--- src/rtl/antirrebote_botones.sv ---
// Up/down push-button conditioner: 2-flop sync, debounce, press pulse and
// hold-to-repeat per button, with cross-button conflict and enable gating.

module antirrebote_canal #(
  parameter int DEBOUNCE_CYC = 1000000,
  parameter int REPEAT_DELAY = 50000000,
  parameter int REPEAT_RATE  = 10000000,
  parameter int CNT_W        = 26
) (
  input  logic clk,
  input  logic rst,
  input  logic raw_i,
  input  logic blk_i,
  output logic estado_o,
  output logic pulso_o
);
  typedef enum logic [1:0] {SUELTO, ESPERA, REPITE} est_e;

  localparam logic [CNT_W-1:0] DB_LAST    = CNT_W'(DEBOUNCE_CYC - 1);
  localparam logic [CNT_W-1:0] DELAY_LAST = CNT_W'(REPEAT_DELAY - 1);
  localparam logic [CNT_W-1:0] RATE_LAST  = CNT_W'(REPEAT_RATE - 1);

  logic             s1_q, s2_q;
  logic             estado_q, estado_d;
  logic [CNT_W-1:0] db_cnt_q, db_cnt_d;
  logic [CNT_W-1:0] rep_cnt_q;
  logic             pulso_q;
  est_e             st_q;

  always_comb begin
    db_cnt_d = db_cnt_q;
    estado_d = estado_q;
    if (s2_q == estado_q) begin
      db_cnt_d = '0;
    end else if (db_cnt_q == DB_LAST) begin
      db_cnt_d = '0;
      estado_d = ~estado_q;
    end else begin
      db_cnt_d = db_cnt_q + CNT_W'(1);
    end
  end

  always_ff @(posedge clk or negedge rst) begin
    if (!rst) begin
      s1_q     <= 1'b0;
      s2_q     <= 1'b0;
      estado_q <= 1'b0;
      db_cnt_q <= '0;
    end else begin
      s1_q     <= raw_i;
      s2_q     <= s1_q;
      estado_q <= estado_d;
      db_cnt_q <= db_cnt_d;
    end
  end

  // A release always wins over a due repeat, so no pulse is emitted on release.
  always_ff @(posedge clk or negedge rst) begin
    if (!rst) begin
      st_q      <= SUELTO;
      rep_cnt_q <= '0;
      pulso_q   <= 1'b0;
    end else begin
      pulso_q <= 1'b0;
      case (st_q)
        SUELTO: if (estado_q) begin
          st_q      <= ESPERA;
          rep_cnt_q <= DELAY_LAST;
          pulso_q   <= ~blk_i;
        end
        ESPERA, REPITE: begin
          if (!estado_q) begin
            st_q      <= SUELTO;
            rep_cnt_q <= '0;
          end else if (rep_cnt_q == '0) begin
            st_q      <= REPITE;
            rep_cnt_q <= RATE_LAST;
            pulso_q   <= ~blk_i;
          end else begin
            rep_cnt_q <= rep_cnt_q - CNT_W'(1);
          end
        end
        default: begin
          st_q      <= SUELTO;
          rep_cnt_q <= '0;
        end
      endcase
    end
  end

  assign estado_o = estado_q;
  assign pulso_o  = pulso_q;
endmodule

module antirrebote_botones #(
  parameter int DEBOUNCE_CYC = 1000000,
  parameter int REPEAT_DELAY = 50000000,
  parameter int REPEAT_RATE  = 10000000,
  parameter int CNT_W        = 26
) (
  input  logic       clk,
  input  logic       rst,
  input  logic       ENi,
  input  logic [1:0] botones_raw,
  output logic [1:0] botones,
  output logic [1:0] estado
);
  logic [1:0] estado_w, pulso_w;
  logic       blk;

  // Both held, or output disabled: FSMs keep running but nothing is emitted.
  assign blk = (&estado_w) | ~ENi;

  for (genvar g = 0; g < 2; g++) begin : g_btn
    antirrebote_canal #(
      .DEBOUNCE_CYC(DEBOUNCE_CYC),
      .REPEAT_DELAY(REPEAT_DELAY),
      .REPEAT_RATE (REPEAT_RATE),
      .CNT_W       (CNT_W)
    ) u_canal (
      .clk     (clk),
      .rst     (rst),
      .raw_i   (botones_raw[g]),
      .blk_i   (blk),
      .estado_o(estado_w[g]),
      .pulso_o (pulso_w[g])
    );
  end

  assign botones = pulso_w;
  assign estado  = estado_w;
endmodule
--- config.mk ---
export PLATFORM = sky130hd
export DESIGN_NAME = antirrebote_botones
export DESIGN_NICKNAME = d
export VERILOG_FILES = /design/src/rtl/antirrebote_botones.sv
export SDC_FILE = /design/constraint.sdc
export NUM_CORES = 1
export LEC_CHECK = 0
export ABC_CLOCK_PERIOD_IN_PS = 2830
export CORE_ASPECT_RATIO = 1.4
export CORE_MARGIN = 2
export CORE_UTILIZATION = 30
export CTS_BUF_LIST = sky130_fd_sc_hd__clkbuf_4 sky130_fd_sc_hd__clkbuf_8
export CTS_CLUSTER_SIZE = 14
export DETAILED_ROUTE_END_ITERATION = 7
export HOLD_SLACK_MARGIN = 0.12
export PLACE_DENSITY = 0.42
export SETUP_SLACK_MARGIN = 0.3
export SLEW_MARGIN = 20
export SYNTH_ARGS = -nofsm -noshare
export SYNTH_HDL_FRONTEND = slang
export SYNTH_HIERARCHICAL = 1
export SYNTH_SLANG_ARGS = --single-unit
--- constraint.sdc ---
create_clock -name clk -period 2.83 [get_ports clk]
set_input_delay 0.849 -clock clk [delete_from_list [all_inputs] [get_ports clk]]
set_output_delay 0.849 -clock clk [all_outputs]
set_load 0.005 [all_outputs]
### After elaboration in Yosys (flattened, before gate mapping)

Index checks and enable logic that the tools add are counted.

* flip-flop bits (word level): 116
* bits of input ports: 5
* output and inout port bits: 4
* word-level logic and storage cells: 76

* add/subtract/negate cells: 4
* equal/unequal tests: 12
* muxes and demuxes: 28
* bitwise gates (word level): 7
* reductions and logical operators: 11

Operator list (number)
* 26-bit two-way mux: 10
* 26-bit one-hot mux with 2 select lines: 2
* 26-bit by 1-bit adder with 26-bit output, second input constant: 2
* 26-bit by 20-bit equality test with 1-bit output, second input constant: 2
* 26-bit logical NOT: 2
* 26-bit by 1-bit subtractor with 26-bit output, second input constant: 2
* 2-bit two-way mux: 6
* 2-bit AND reduction: 5
* 2-bit one-hot mux with 2 select lines: 2
* 1-bit two-way mux: 6
* 3-bit != test, second input constant: 2
* 1-bit inverter: 6
* 2-bit by 1-bit equality test with 1-bit output, second input constant: 2
* 2-bit equality test, second input constant: 2
* 2-bit logical NOT: 2
* 2-bit by 1-bit != test with 1-bit output, second input constant: 2
* 1-bit one-hot mux with 2 select lines: 2
* 2-bit OR reduction: 2
* 1-bit equality test: 2
* 1-bit OR: 1

### Depth between registers and ports, before layout

* depth in word-level cells: 6
* mapped depth: 9
* depth with buffers taken out: 7

### By module

Netlist, hierarchy kept.

Modules (own cells, without submodules)
* antirrebote_canal (g_btn[0].u_canal): instances 1, cells an instance 338, area each 3190.6 µm², seq. area each 1451.4 µm²
* antirrebote_canal (g_btn[1].u_canal): instances 1, cells an instance 340, area each 3180.6 µm², seq. area each 1451.4 µm²
* antirrebote_botones: instances 1, cells an instance 1, area each 10.0 µm², seq. area each 0.0 µm²

### Worst setup path before layout

No wires, ideal clock.

* kind: reg-to-reg
* from: register g_btn[1].u_canal.rep_cnt_q[0]
* to: register g_btn[1].u_canal.st_q[0]
* setup time: 0.125 ns
* arrival: 2.113 ns
* data required time: 2.705 ns
* setup slack: 0.592 ns
* cell stages (with the launch flop): 9
* buffers on the path: 1
* clock period less this slack: 2.238 ns
* cells stage by stage: dfrtp_1 -> inv_1 -> ha_1 -> nor3b_2 -> nand4_2 -> or3_1 -> buf_2 -> a31o_1 -> mux2_4

* cells in the longest elaborated chain, start to end: 3

RTL lines
* start, declared: RTL line 26 `logic [CNT_W-1:0] rep_cnt_q;`
* start signal, assigned: RTL line 80 `rep_cnt_q <= rep_cnt_q - CNT_W'(1);`
* 26-bit logical NOT: RTL line 75 `end else if (rep_cnt_q == '0) begin`
* 3-bit != test (no source line)
* 2-bit AND reduction (no source line)
* end signal, assigned: RTL line 73 `st_q <= SUELTO;`
* end signal, assigned: RTL line 76 `st_q <= REPITE;`
* end signal, assigned: RTL line 84 `st_q <= SUELTO;`
* end, declared: RTL line 28 `est_e st_q;`

Every way passes these cells.
A chain may end at the register's enable or synchronous reset.

### Final worst setup path

* from: register g_btn[0].u_canal.estado_q
* to: output estado[0]

RTL lines
* start, declared: RTL line 24 `logic estado_q, estado_d;`
* start signal, assigned: RTL line 52 `estado_q <= estado_d;`
* end, declared: RTL line 106 `output logic [1:0] estado`

No word-level cell between the ends.

==> metrics.md <==
| Metric | Value |
|---|---|
| Status | `finished, final reports clean` |
| Most common cell after layout, fill and taps aside | `dfrtp_1` |
| First-pass GRT wire length | `between 20000 and 30000 um` |
| Critical path depth | `1` |
| H-tree depth | `4` |
| CTS tree | `built` |
| Worst setup path class | `flop to primary output` |
| Power Density | `453 mW/mm2` |
| Residual DRC | `0` |
| Clock buffer depth | `2` |
| F_max | `414 MHz` |
| Site Rows | `63` |
| Post-synth EDFFs | `0` |
| Via count | `5254` |
| Yosys reg bits | `116` |
| CP max stage cell | `clkdlybuf4s50_1` |
| Mean Syn Cell Area | `9.40 um2` |
| CP max FO | `8` |
| Worst Skew | `0.00970 ns` |
| Synth-to-Final Area Change | `12.7%` |
| Yosys cell types | `74` |
| Buf/Inv on CP | `1` |
| Layout cell share with drive strength beyond 1 | `0.113` |
| Top Ports | `9` |
| CP max stage delay | `0.61 ns` |
| Rel. slew slack | `0.476` |
| Post-DP Area | `0.00678 mm2` |
| Clock transition at path regs | `0.07 ns` |
| RSZ-0062 raised after global routing | `yes` |
| Synth area leaders | `dfrtp_1 45%, nor2_1 4.9%, xor2_1 3.6%` |
| Die W | `127 um` |
| Remaining Overflow, GRT | `0` |
| Comb pwr share | `0.022` |
| Antenna-violating nets left | `0` |
| Initial antenna violation count | `0` |
| Synthesized area | `around 0.0064 mm2` |
| Setup_tns | `0 ns` |
| Crit path DAT | `1.57 ns` |
| GRT Total Usage | `0.150` |
| Vias/cell | `5.44` |
| Most Crowded Layer GR | `met2` |
| Endpoints failing hold | `0` |
| Synth warn | `6` |
| Synthesized net count | `694` |
| Iter 0 DRT Violations | `247` |
| Die Area | `0.0225 mm2` |
| Die Y | `177 um` |
| Cell taking the most area after synthesis | `dfrtp_1` |
| CP startpoint kind | `flop` |
| Synthesized instance count | `679` |
| Clock power share | `0.463` |
| M2 GR Usage | `0.256` |
| Peak VDD IR | `288 uV` |
| Post-DP HPWL | `about 11000 um` |
| Crit end category | `primary output` |
| Post-synthesis sequential area ratio | `0.455` |
| Design Area, Final | `0.00719 mm2` |
| Root buffer selected by CTS | `clkbuf_8` |
| Most frequent cells in the layout | `116 x dfrtp_1, 83 x nor2_1, 44 x nand2_1` |
| Crit-path cells | `clkdlybuf4s50_1` |
| RD Place Congestion | `0.839` |
| Diodes inserted | `0` |
| Final Max Tran Viols | `0` |
| Tmin final | `2.42 ns` |
| Core area | `0.0210 mm2` |
| Via count of the first global-routing pass | `5448` |
| Leakage dissipation | `between 3 and 4 nW` |
| Pint | `between 2 and 2.5 mW` |
| Met3 usage | `0.0348` |
| Worst Hold Depth | `0` |
| CP top delay family | `buffers and inverters` |
| Sw Pwr | `0.785 mW` |
| Starting Density | `0.303` |
| DR WL/cell | `approximately 17 um` |
| Setup violators final | `0` |
| CTS sink cnt | `116` |
| R2R depth | `8` |
| Largest net degree at the start of global routing | `50` |
| Least-Margin Pin Slew | `0.783 ns` |
| Sequential fraction of design power | `0.515` |
| Clock latency on the worst-skew pair | `~0.43 ns` |
| Clock buffer count from CTS | `17` |
| Max_cap viols | `0` |
| Period utilisation layout | `0.854` |
| Critical Path RT | `1.98 ns` |
| Switching share of power | `0.241` |
| FFs w/ async S/R, synth | `1.00` |
| Final #Nets | `709` |
| DR pass1 iterations | `4` |
| Buffers on Ports | `8` |
| Hold Crit Class | `flop to flop` |
| Met1 GRT Util | `0.183` |
| Final wirelength | `15900 um` |
| Post-synth top area share | `0.455` |
| Top_reg_cell synth | `dfrtp_1` |
## cell usage after synthesis (all sizes together) (4+ instances only)
cell type,number
ha,10
nor4b,4
nand2,44
and2,5
a21oi,25
a211o,8
nand3,38
or4,5
clkbuf,21
or2,6
xnor2,25
nor4,23
xor2,26
inv,24
nor2,83
mux2,4
o311ai,9
o21ai,43
buf,7
and3,13
and4,7
dfrtp,116
or3,8
nand4,23
a31oi,16
a32oi,4
nor3b,5
nor3,35
## power groups by stage
stage                     combinational [mW]  sequential (mW)  clock, mW
final                                 0.0726             1.68       1.51
after global routing                  0.0856             1.68       1.65
after CTS                             0.0776             1.68       1.57
after detailed placement              0.0776             1.71          0
after global placement                0.0763             1.71          0
after floorplan                       0.0245             1.71          0
## through the flow
| step | std cells | util | setup WS, ns | power [mW] | hold WS [ns] |
|---|---|---|---|---|---|
| after global routing | 966 | 0.342 | 0.282 | 3.41 | 0.370 |
| after detailed placement | 933 | 0.322 | 0.366 | 1.79 | 0.336 |
| after CTS | 964 | 0.340 | 0.353 | 3.33 | 0.351 |
| after floorplan | 679 | - | 0.592 | 1.73 | 0.331 |
| after global placement | 933 | 0.322 | 0.447 | 1.78 | 0.337 |
| final | 966 | 0.342 | 0.413 | 3.25 | 0.351 |
## state kept, by name, indices dropped and copies added, names as in the netlist
signal and count:
g_btn.u_canal/st_q 4, g_btn.u_canal/rep_cnt_q 52, g_btn.u_canal/s2_q 2, g_btn.u_canal/s1_q 2, g_btn.u_canal/estado_o 2, g_btn.u_canal/pulso_o 2
g_btn.u_canal/db_cnt_q 52
## cells by family after synthesis
logic type | after synthesis | synth area share
AND/OR/NAND/NOR | 310 | 0.272
AO/OA/AOI/OAI | 135 | 0.141
buffers and inverters | 52 | 0.0331
adder cells (fa/ha/maj) | 10 | 0.0196
multiplexers | 5 | 0.00980
flip-flops | 116 | 0.455
XOR/XNOR | 51 | 0.0700
## final timing paths
| check | start | to | slack (ns) |
|---|---|---|---|
| setup / recovery | g_btn[0].u_canal/estado_o$_DFFE_PN0P_ | estado[0] | 0.41 |
| hold / removal | g_btn[0].u_canal/s1_q$_DFF_PN0_ | g_btn[0].u_canal/s2_q$_DFF_PN0_ | 0.35 |
| setup reg to reg | g_btn[0].u_canal/rep_cnt_q[0]$_DFFE_PN0P_ | g_btn[0].u_canal/st_q[0]$_DFFE_PN0P_ | 0.44 |
| hold reg to reg | g_btn[0].u_canal/s1_q$_DFF_PN0_ | g_btn[0].u_canal/s2_q$_DFF_PN0_ | 0.35 |
| max in group asynchronous | rst | g_btn[1].u_canal/rep_cnt_q[3]$_DFFE_PN0P_ | 1.74 |
| min in group asynchronous | rst | g_btn[0].u_canal/rep_cnt_q[15]$_DFFE_PN0P_ | 0.39 |
## what timing repair did
| action | in CTS | in global routing |
|---|---|---|
| endpoints found under the setup margin | 0 | 5 |
| resized for setup | 0 | 2 |
| hold buffers | 0 | 0 |
| endpoints found under the hold margin | 0 | 0 |
| setup buffers | 0 | 2 |
## layer usage
metal | wire (um) | vias to the layer above
met2 | 8090 | 77
met5 | 0 | -
met4 | 257 | 0
met3 | 396 | 21
li1 | - | 2530
met1 | 7200 | 2626
## layout make-up
class,instances,area (um2)
fill,2110,13900
clock buffer,18,241
inverter,24,90.1
tap,260,325
clock inverter,13,136
timing repair buffer,24,223
multi-input combinational,511,3270
sequential,116,2900
Power figures use the tool's default switching activity.
